<file path="config.mk">
export PLATFORM = sky130hd
export DESIGN_NAME = run_ctrl
export DESIGN_NICKNAME = d
export VERILOG_FILES = /design/src/rtl/run_ctrl_pkg.sv /design/src/rtl/run_ctrl_sat_counter.sv /design/src/rtl/run_ctrl.sv
export SDC_FILE = /design/constraint.sdc
export NUM_CORES = 1
export LEC_CHECK = 0
export ABC_AREA = 1
export CAP_MARGIN = 40
export CELL_PAD_IN_SITES_DETAIL_PLACEMENT = 1
export CELL_PAD_IN_SITES_GLOBAL_PLACEMENT = 1
export CORE_UTILIZATION = 37
export CTS_CLUSTER_DIAMETER = 60
export DETAILED_ROUTE_END_ITERATION = 12
export PLACE_DENSITY_LB_ADDON = 0.1
export SLEW_MARGIN = 25
export SYNTH_ARGS = -nofsm -noshare
export SYNTH_HDL_FRONTEND = slang
export SYNTH_SLANG_ARGS = --single-unit
export TNS_END_PERCENT = 5
</file>
<file path="constraint.sdc">
create_clock -name clk -period 2.85 [get_ports clk]
set_input_delay 0.57 -clock clk [delete_from_list [all_inputs] [get_ports clk]]
set_output_delay 0.57 -clock clk [all_outputs]
set_load 0.05 [all_outputs]
</file>
<file path="src/rtl/run_ctrl_pkg.sv">
// Shared types and default constants for the run controller.
package run_ctrl_pkg;

   // Controller states; encoding kept stable for anything that decodes state.
   typedef enum logic [2:0] {
      ST_IDLE = 3'd0,
      ST_INIT = 3'd1,
      ST_LOAD = 3'd2,
      ST_RUN  = 3'd3,
      ST_DONE = 3'd4
   } state_e;

   // Default number of cycles the core is held in reset before the PC load.
   localparam int unsigned RST_CYC_DEF = 2;

   // Default watchdog limit, in RUN cycles.
   localparam int unsigned MAX_CYC_DEF = 1000;

endpackage

</file>
<file path="src/rtl/run_ctrl_sat_counter.sv">
// Up-counter with synchronous clear and enable that sticks at all-ones.
module sat_counter #(
   parameter int W = 16
) (
   input  logic         clk,
   input  logic         reset,
   input  logic         clr_i,
   input  logic         en_i,
   output logic [W-1:0] cnt_o
);

   localparam logic [W-1:0] CNT_MAX = {W{1'b1}};

   logic [W-1:0] cnt_q;

   // Clear has priority over counting; counting stops at the maximum value.
   always_ff @(posedge clk) begin
      // NOTE: non-blocking assignments for all clocked state, so every register samples pre-edge values.
      if (!reset) begin
         cnt_q <= '0;
      end else if (clr_i) begin
         cnt_q <= '0;
      end else if (en_i && (cnt_q != CNT_MAX)) begin
         cnt_q <= cnt_q + 1'b1;
      end
   end

   assign cnt_o = cnt_q;

endmodule

</file>
<file path="src/rtl/run_ctrl.sv">
// Run controller: resets the core, loads its PC, runs it and reports
// completion on halt or on watchdog expiry. All outputs are registered.
module run_ctrl
   import run_ctrl_pkg::*;
#(
   parameter int D       = 12,
   parameter int CW      = 16,
   parameter int RST_CYC = RST_CYC_DEF,
   parameter int MAX_CYC = MAX_CYC_DEF
) (
   input  logic          clk,
   input  logic          reset,
   input  logic          req,
   input  logic [D-1:0]  start_addr,
   input  logic          core_halt,
   output logic          core_rst,
   output logic          core_en,
   output logic          pc_load,
   output logic [D-1:0]  pc_init,
   output logic          busy,
   output logic          done,
   output logic          timeout,
   output logic [CW-1:0] cycle_cnt
);

   // Last INIT count before moving on, and the cycle count that trips the watchdog.
   localparam logic [3:0]    INIT_LAST = 4'(RST_CYC - 1);
   localparam logic [CW-1:0] WDOG_LAST = CW'(MAX_CYC - 1);

   state_e       state_q,    state_d;
   logic [3:0]   init_cnt_q, init_cnt_d;
   logic [D-1:0] pc_init_q,  pc_init_d;
   logic         timeout_q,  timeout_d;
   logic         core_rst_q, core_rst_d;
   logic         core_en_q,  core_en_d;
   logic         pc_load_q,  pc_load_d;
   logic         busy_q,     busy_d;
   logic         done_q,     done_d;
   logic         cnt_clr;
   logic         cnt_en;

   // RUN-cycle counter: cleared when a request is accepted, advances on every RUN edge.
   sat_counter #(
      .W (CW)
   ) u_cycle_cnt (
      .clk   (clk),
      .reset (reset),
      .clr_i (cnt_clr),
      .en_i  (cnt_en),
      .cnt_o (cycle_cnt)
   );

   // Next-state logic: request acceptance, INIT timing and RUN exit conditions.
   always_comb begin
      // NOTE: every signal gets a default first, so no path through the case infers a latch.
      state_d    = state_q;
      init_cnt_d = init_cnt_q;
      pc_init_d  = pc_init_q;
      timeout_d  = timeout_q;
      cnt_clr    = 1'b0;
      cnt_en     = 1'b0;
      case (state_q)
         ST_IDLE, ST_DONE: begin
            if (req) begin
               state_d    = ST_INIT;
               init_cnt_d = '0;
               pc_init_d  = start_addr;
               timeout_d  = 1'b0;
               cnt_clr    = 1'b1;
            end
         end
         ST_INIT: begin
            if (init_cnt_q == INIT_LAST) begin
               state_d = ST_LOAD;
            end else begin
               init_cnt_d = init_cnt_q + 4'd1;
            end
         end
         ST_LOAD: begin
            state_d = ST_RUN;
         end
         ST_RUN: begin
            cnt_en = 1'b1;
            // Halt is tested first so it wins over a simultaneous watchdog expiry.
            if (core_halt) begin
               state_d   = ST_DONE;
               timeout_d = 1'b0;
            end else if (cycle_cnt == WDOG_LAST) begin
               state_d   = ST_DONE;
               timeout_d = 1'b1;
            end
         end
         default: begin
            state_d = ST_IDLE;
         end
      endcase
   end

   // Outputs are decoded from the next state so they change on the same edge as the state.
   always_comb begin
      core_rst_d = (state_d == ST_IDLE) || (state_d == ST_INIT);
      core_en_d  = (state_d == ST_RUN);
      pc_load_d  = (state_d == ST_LOAD);
      busy_d     = (state_d == ST_INIT) || (state_d == ST_LOAD) || (state_d == ST_RUN);
      done_d     = (state_d == ST_DONE);
   end

   // State and output registers; reset aborts any run without producing done.
   always_ff @(posedge clk) begin
      if (!reset) begin
         state_q    <= ST_IDLE;
         init_cnt_q <= '0;
         pc_init_q  <= '0;
         timeout_q  <= 1'b0;
         core_rst_q <= 1'b1;
         core_en_q  <= 1'b0;
         pc_load_q  <= 1'b0;
         busy_q     <= 1'b0;
         done_q     <= 1'b0;
      end else begin
         state_q    <= state_d;
         init_cnt_q <= init_cnt_d;
         pc_init_q  <= pc_init_d;
         timeout_q  <= timeout_d;
         core_rst_q <= core_rst_d;
         core_en_q  <= core_en_d;
         pc_load_q  <= pc_load_d;
         busy_q     <= busy_d;
         done_q     <= done_d;
      end
   end

   assign core_rst = core_rst_q;
   assign core_en  = core_en_q;
   assign pc_load  = pc_load_q;
   assign pc_init  = pc_init_q;
   assign busy     = busy_q;
   assign done     = done_q;
   assign timeout  = timeout_q;

endmodule

</file>
# Word level (Yosys, flattened, before mapping)

Cells that the tools add are included.

Add/subtract/negate cells: 2
$mul: 0
Divide/modulo/power cells: 0
$lt $le $gt $ge: 0
Eq/ne operators: 14
Shifts and indexed selects: 0
Muxes and demuxes: 15
Bitwise operators: 1
Reduce and logical (&&, ||, !) cells: 13

Operator list:

| kind                                                              | number |
|---|---|
| 16-bit by 1-bit adder with 16-bit output, second input constant   | 1 |
| 16-bit by 10-bit == test with 1-bit output, second input constant | 1 |
| 16-bit inequality test, second input constant                     | 1 |
| 3-bit by 2-bit == test with 1-bit output, second input constant   | 4 |
| 3-bit 2-to-1 mux                                                  | 4 |
| 3-bit one-hot mux with 4 select lines                             | 1 |
| 4-bit 2-to-1 mux                                                  | 2 |
| 4-bit one-hot mux with 2 select lines                             | 1 |
| 3-bit by 1-bit == test with 1-bit output, second input constant   | 2 |
| 3-bit == test, second input constant                              | 2 |
| 3-bit zero test                                                   | 2 |
| 1-bit 2-to-1 mux                                                  | 6 |
| 3-bit AND reduction                                               | 2 |
| 4-bit by 1-bit adder with 4-bit output, second input constant     | 1 |
| 4-bit by 1-bit == test with 1-bit output, second input constant   | 1 |
| 2-bit inequality test, second input constant                      | 2 |
| 2-bit nonzero test                                                | 2 |
| 2-bit OR reduction                                                | 2 |
| 1-bit logical OR                                                  | 3 |
| 3-bit inequality test, second input constant                      | 1 |
| 1-bit one-hot mux with 2 select lines                             | 1 |
| 2-bit AND reduction                                               | 1 |
| 1-bit logical AND                                                 | 1 |
| 1-bit inverter                                                    | 1 |

Register bits after elaboration: 41
Latch bits: 0
Bits in writable memories: 0
ROM bits: 0
Output and inout bits: 34
Logic and storage cells: 55
Memories: 0

# Longest topological paths before layout

Word-level depth: 7
Depth in mapped cells: 9

# Cells and area by module

Synthesis repeated with hierarchy kept, for this count alone.

Cells, all modules: 305
Area, all modules: 2020.7 µm²

Modules (own cells, without submodules):

| module      | times used | cells each | area an instance (µm²) | seq. area each (µm²) |
|---|---|---|---|---|
| run_ctrl    | 1          | 152        | 1109.8                 | 500.5 |
| sat_counter | 1          | 153        | 910.9                  | 320.3 |

# Least setup slack after synthesis

OpenSTA, ideal clock, no wires.

Path kind: reg-to-reg
Start: reg u_cycle_cnt.cnt_q[0] (netlist: u_cycle_cnt.cnt_o[0])
End: reg u_cycle_cnt.cnt_q[1] (netlist: u_cycle_cnt.cnt_o[1])
Data arrival time: 1.795 ns
Data required time: 2.734 ns
Slack: 0.939 ns
Cell stages (with the launch flop): 10
Path buffers: 1
Cell sequence: dfxtp_1 ha_1 nand3_1 inv_1 nand2_4 nor2_1 nor2_4 buf_6 nor2_1 nor2_1

Cells in the longest elaborated chain, start to end: 2

RTL lines:

| element                                                                                          | RTL line                   | source |
|---|---|---|
| start, declared                                                                                  | run_ctrl_sat_counter.sv:14 | `logic [W-1:0] cnt_q;` |
| start signal, assigned                                                                           | run_ctrl_sat_counter.sv:24 | `cnt_q <= cnt_q + 1'b1;` |
| parallel branches: the longest is 2 deep, another holds 16-bit by 1-bit adder with 16-bit output | n/a                        |  |

Parallel ways; which one is timed is not known.
A chain may end at the register's enable or synchronous reset.

# Final worst setup path

Start: reg u_cycle_cnt.cnt_q[3] (netlist: u_cycle_cnt.cnt_o[3])
End: out cycle_cnt[3]

RTL lines:

| element       | RTL line       | source |
|---|---|---|
| end, declared | run_ctrl.sv:23 | `output logic [CW-1:0] cycle_cnt` |

No word-level cell between the ends.

==> impl_metrics.env <==
export IMPL_postCtsHoldBufs=0
export IMPL_async_reset_ff_share_pct=0
export IMPL_track_usage_pct=19.66
export IMPL_drv_cap=0
export IMPL_grt_ovfl_total=0
export IMPL_finalInstanceArea_um2=2675
export IMPL_cts_tree="yes"
export IMPL_antenna_found_initial=0
export IMPL_setup_worst_path_end_class="output port"
export IMPL_synth_most_common_cell="nand2_1"
export IMPL_ctsResizeCount=0
export IMPL_dieWidth_um=75.70
export IMPL_routed_wl_um=5270
export IMPL_p_leak_nw=1.014
export IMPL_htreeDepth=2
export IMPL_slew_violations=0
export IMPL_final_period_utilization_pct=76.99
export IMPL_syn_area_um2=2009
export IMPL_portBuffers=49
export IMPL_first_pass_iters=4
export IMPL_fmax_mhz=455.8
export IMPL_cts_root_buf="clkbuf_8"
export IMPL_cp_num_buf_inv=1
export IMPL_status="completed"
export IMPL_ys_flop_type="dfxtp_1"
export IMPL_cp_start_kind="register"
export IMPL_required_ns=2.28
export IMPL_finalNetCount=360
export IMPL_viasPerCell=4.757
export IMPL_maxSlewHeadroom_pct=65.19
export IMPL_drt_iter0_markers=73
export IMPL_fin_crit_ns=2.194
export IMPL_synth_top_cell_area_share_pct=40.85
export IMPL_max_stage_delay_ns=0.86
export IMPL_vias=1960
export IMPL_irDropWorstVdd_mv=0.2603
export IMPL_grt_pass1_wl_um=8556
export IMPL_n_antenna_cell=0
export IMPL_grt_setup_unrepaired="false"
export IMPL_syn_to_final_growth_pct=33.13
export IMPL_path_clk_slew_ns=0.08
export IMPL_crit_slowest_cell="clkdlybuf4s50_1"
export IMPL_ys_seq_elements=41
export IMPL_floorplan_initialDensity_pct=38.85
export IMPL_synth_edff_count=0
export IMPL_yosys_area_top_type="dfxtp_1"
export IMPL_ioPinCount=50
export IMPL_clock_path_buffers=2
export IMPL_cts_buffers=5
export IMPL_place_area_um2=2559
export IMPL_synthDistinctLibCells=26
export IMPL_die_area_um2=5730
export IMPL_hold_violations=0
export IMPL_clock_skew_ns=0.003078
export IMPL_final_core_util_pct=51.72
export IMPL_drcViolationCount=0
export IMPL_grt_pass1_vias=1894
export IMPL_p_per_area_nw_per_um2=508.5
export IMPL_final_cells=412
export IMPL_place_hpwl_um=3880
export IMPL_totalPowerFinal_mw=1.360
export IMPL_netlist_top_cells_area="dfxtp_1, nand2_1, nor2_1, o21ai_0, inv_1"
export IMPL_grt_max_degree=18
export IMPL_cp_top_family="buffers and inverters"
export IMPL_syn_nets=309
export IMPL_die_h_um=75.70
export IMPL_yosysSeqAreaShare_pct=40.85
export IMPL_synthTopCellsByCount="nand2_1, nor2_1, dfxtp_1"
export IMPL_worstMarginPinSlew_ns=0.5204
export IMPL_tns_ns=0
export IMPL_critPathMaxFanout=8
export IMPL_clkLatencyLatePin_ns=0.29
export IMPL_dp_cells=404
export IMPL_critPathKind="reg2out"
export IMPL_ant_nets=0
export IMPL_avgSynthCellArea_um2=6.929
export IMPL_drive_gt1_share_pct=7.895
export IMPL_gp_congestion=0.8050
export IMPL_std_cell_rows=26
export IMPL_yosys_warnings=0
export IMPL_syn_inst=290
export IMPL_arrival_ns=1.62
export IMPL_hold_path_class="reg2reg"
export IMPL_crit_chain="clkdlybuf4s50_1"
export IMPL_setup_viol=0
export IMPL_core_area_um2=5172
export IMPL_cts_sinks=41
export IMPL_post_cts_buffers=0
export IMPL_wl_per_cell_um=12.79
[cell usage in the layout (no fill, tap or decap), types with 2 or more instances in the layout]
| master | instances |
|---|---|
| nand2_2 | 2 |
| dfxtp_1 | 41 |
| nor3_1 | 4 |
| xor2_1 | 3 |
| ha_1 | 3 |
| inv_1 | 29 |
| buf_4 | 3 |
| nand3_1 | 12 |
| nor2_4 | 2 |
| a21oi_1 | 12 |
| clkdlybuf4s50_1 | 49 |
| nand2_1 | 75 |
| nand4_1 | 3 |
| a21oi_2 | 10 |
| o21ai_0 | 22 |
| clkbuf_8 | 6 |
| xnor2_1 | 3 |
| nor2_1 | 54 |
[report_power, final]
part | internal, mW | leakage, nW | switching, mW
Combinational | 0.0893 | 0.621 | 0.170
Clock | 0.286 | 0.0585 | 0.197
Sequential | 0.603 | 0.334 | 0.0158
Total | 0.978 | 1.01 | 0.382
[worst register-to-register path, stage by stage (launching register included)]
cell and delay, ns:
dfxtp_1 0.40, ha_1 0.28, nand3_1 0.14, inv_1 0.12, nand2_4 0.09, o21ai_4 0.42
nand2_1 0.13, a21oi_2 0.15
[area by class of cell]
class,instances,area (um^2)
clock buffer,7,86.33
multi-input combinational,212,1028
inverter,29,108.9
tap,70,87.58
clock inverter,1,30.03
sequential,41,820.8
timing repair buffer,52,513.0
fill,662,2497
[worst paths after layout]
kind / start / endpoint / slack (ns) / depth (start not counted)
worst min-delay path: init_cnt_q[3] / init_cnt_q[3] / 0.48 / 2
worst min register to register: init_cnt_q[3] / init_cnt_q[3] / 0.48 / 2
worst max register to register: u_cycle_cnt.cnt_o[0] / u_cycle_cnt.cnt_o[10] / 1.05 / 7
worst max-delay path: u_cycle_cnt.cnt_o[3] / cycle_cnt[3] / 0.66 / 1
[logic make-up (layout without fill, tap and decap cells)]
group / after synthesis / in the layout / synth area share (%)
and+or+nand+nor: 155 / 155 / 32.01
DFF: 41 / 41 / 40.85
buffers and inverters: 37 / 89 / 7.970
adders and majority gates: 3 / 3 / 1.868
xor gates and xnor gates: 6 / 6 / 2.616
AOI/OAI and AO/OA: 48 / 48 / 14.70
[per-stage QoR]
step | hold WS, ns | worst slack [ns]
2_1_floorplan | 0.4435 | 0.9390
3_3_place_gp | 0.4539 | 0.8531
3_5_place_dp | 0.4709 | 0.7905
4_1_cts | 0.4833 | 0.6354
5_1_grt | 0.5060 | 0.5533
6_report | 0.4781 | 0.6559
[per-layer routing]
layer	global-route usage, %	vias to the layer above	part of all wire [%]
met1	24.09	919	47
li1	-	1014	-
met3	4.365	2	2.7
met2	35.52	25	50
met4	3.704	0	0.51
met5	0	-	0
[sequential cells by signal, indices dropped and copies added (netlist names)]
register,flops
u_cycle_cnt.cnt_o,16
pc_init,12
init_cnt_q,4
state_q,3
busy,1
core_en,1
core_rst,1
done,1
pc_load,1
timeout,1
No activity file was read; power rests on OpenSTA's default activity.
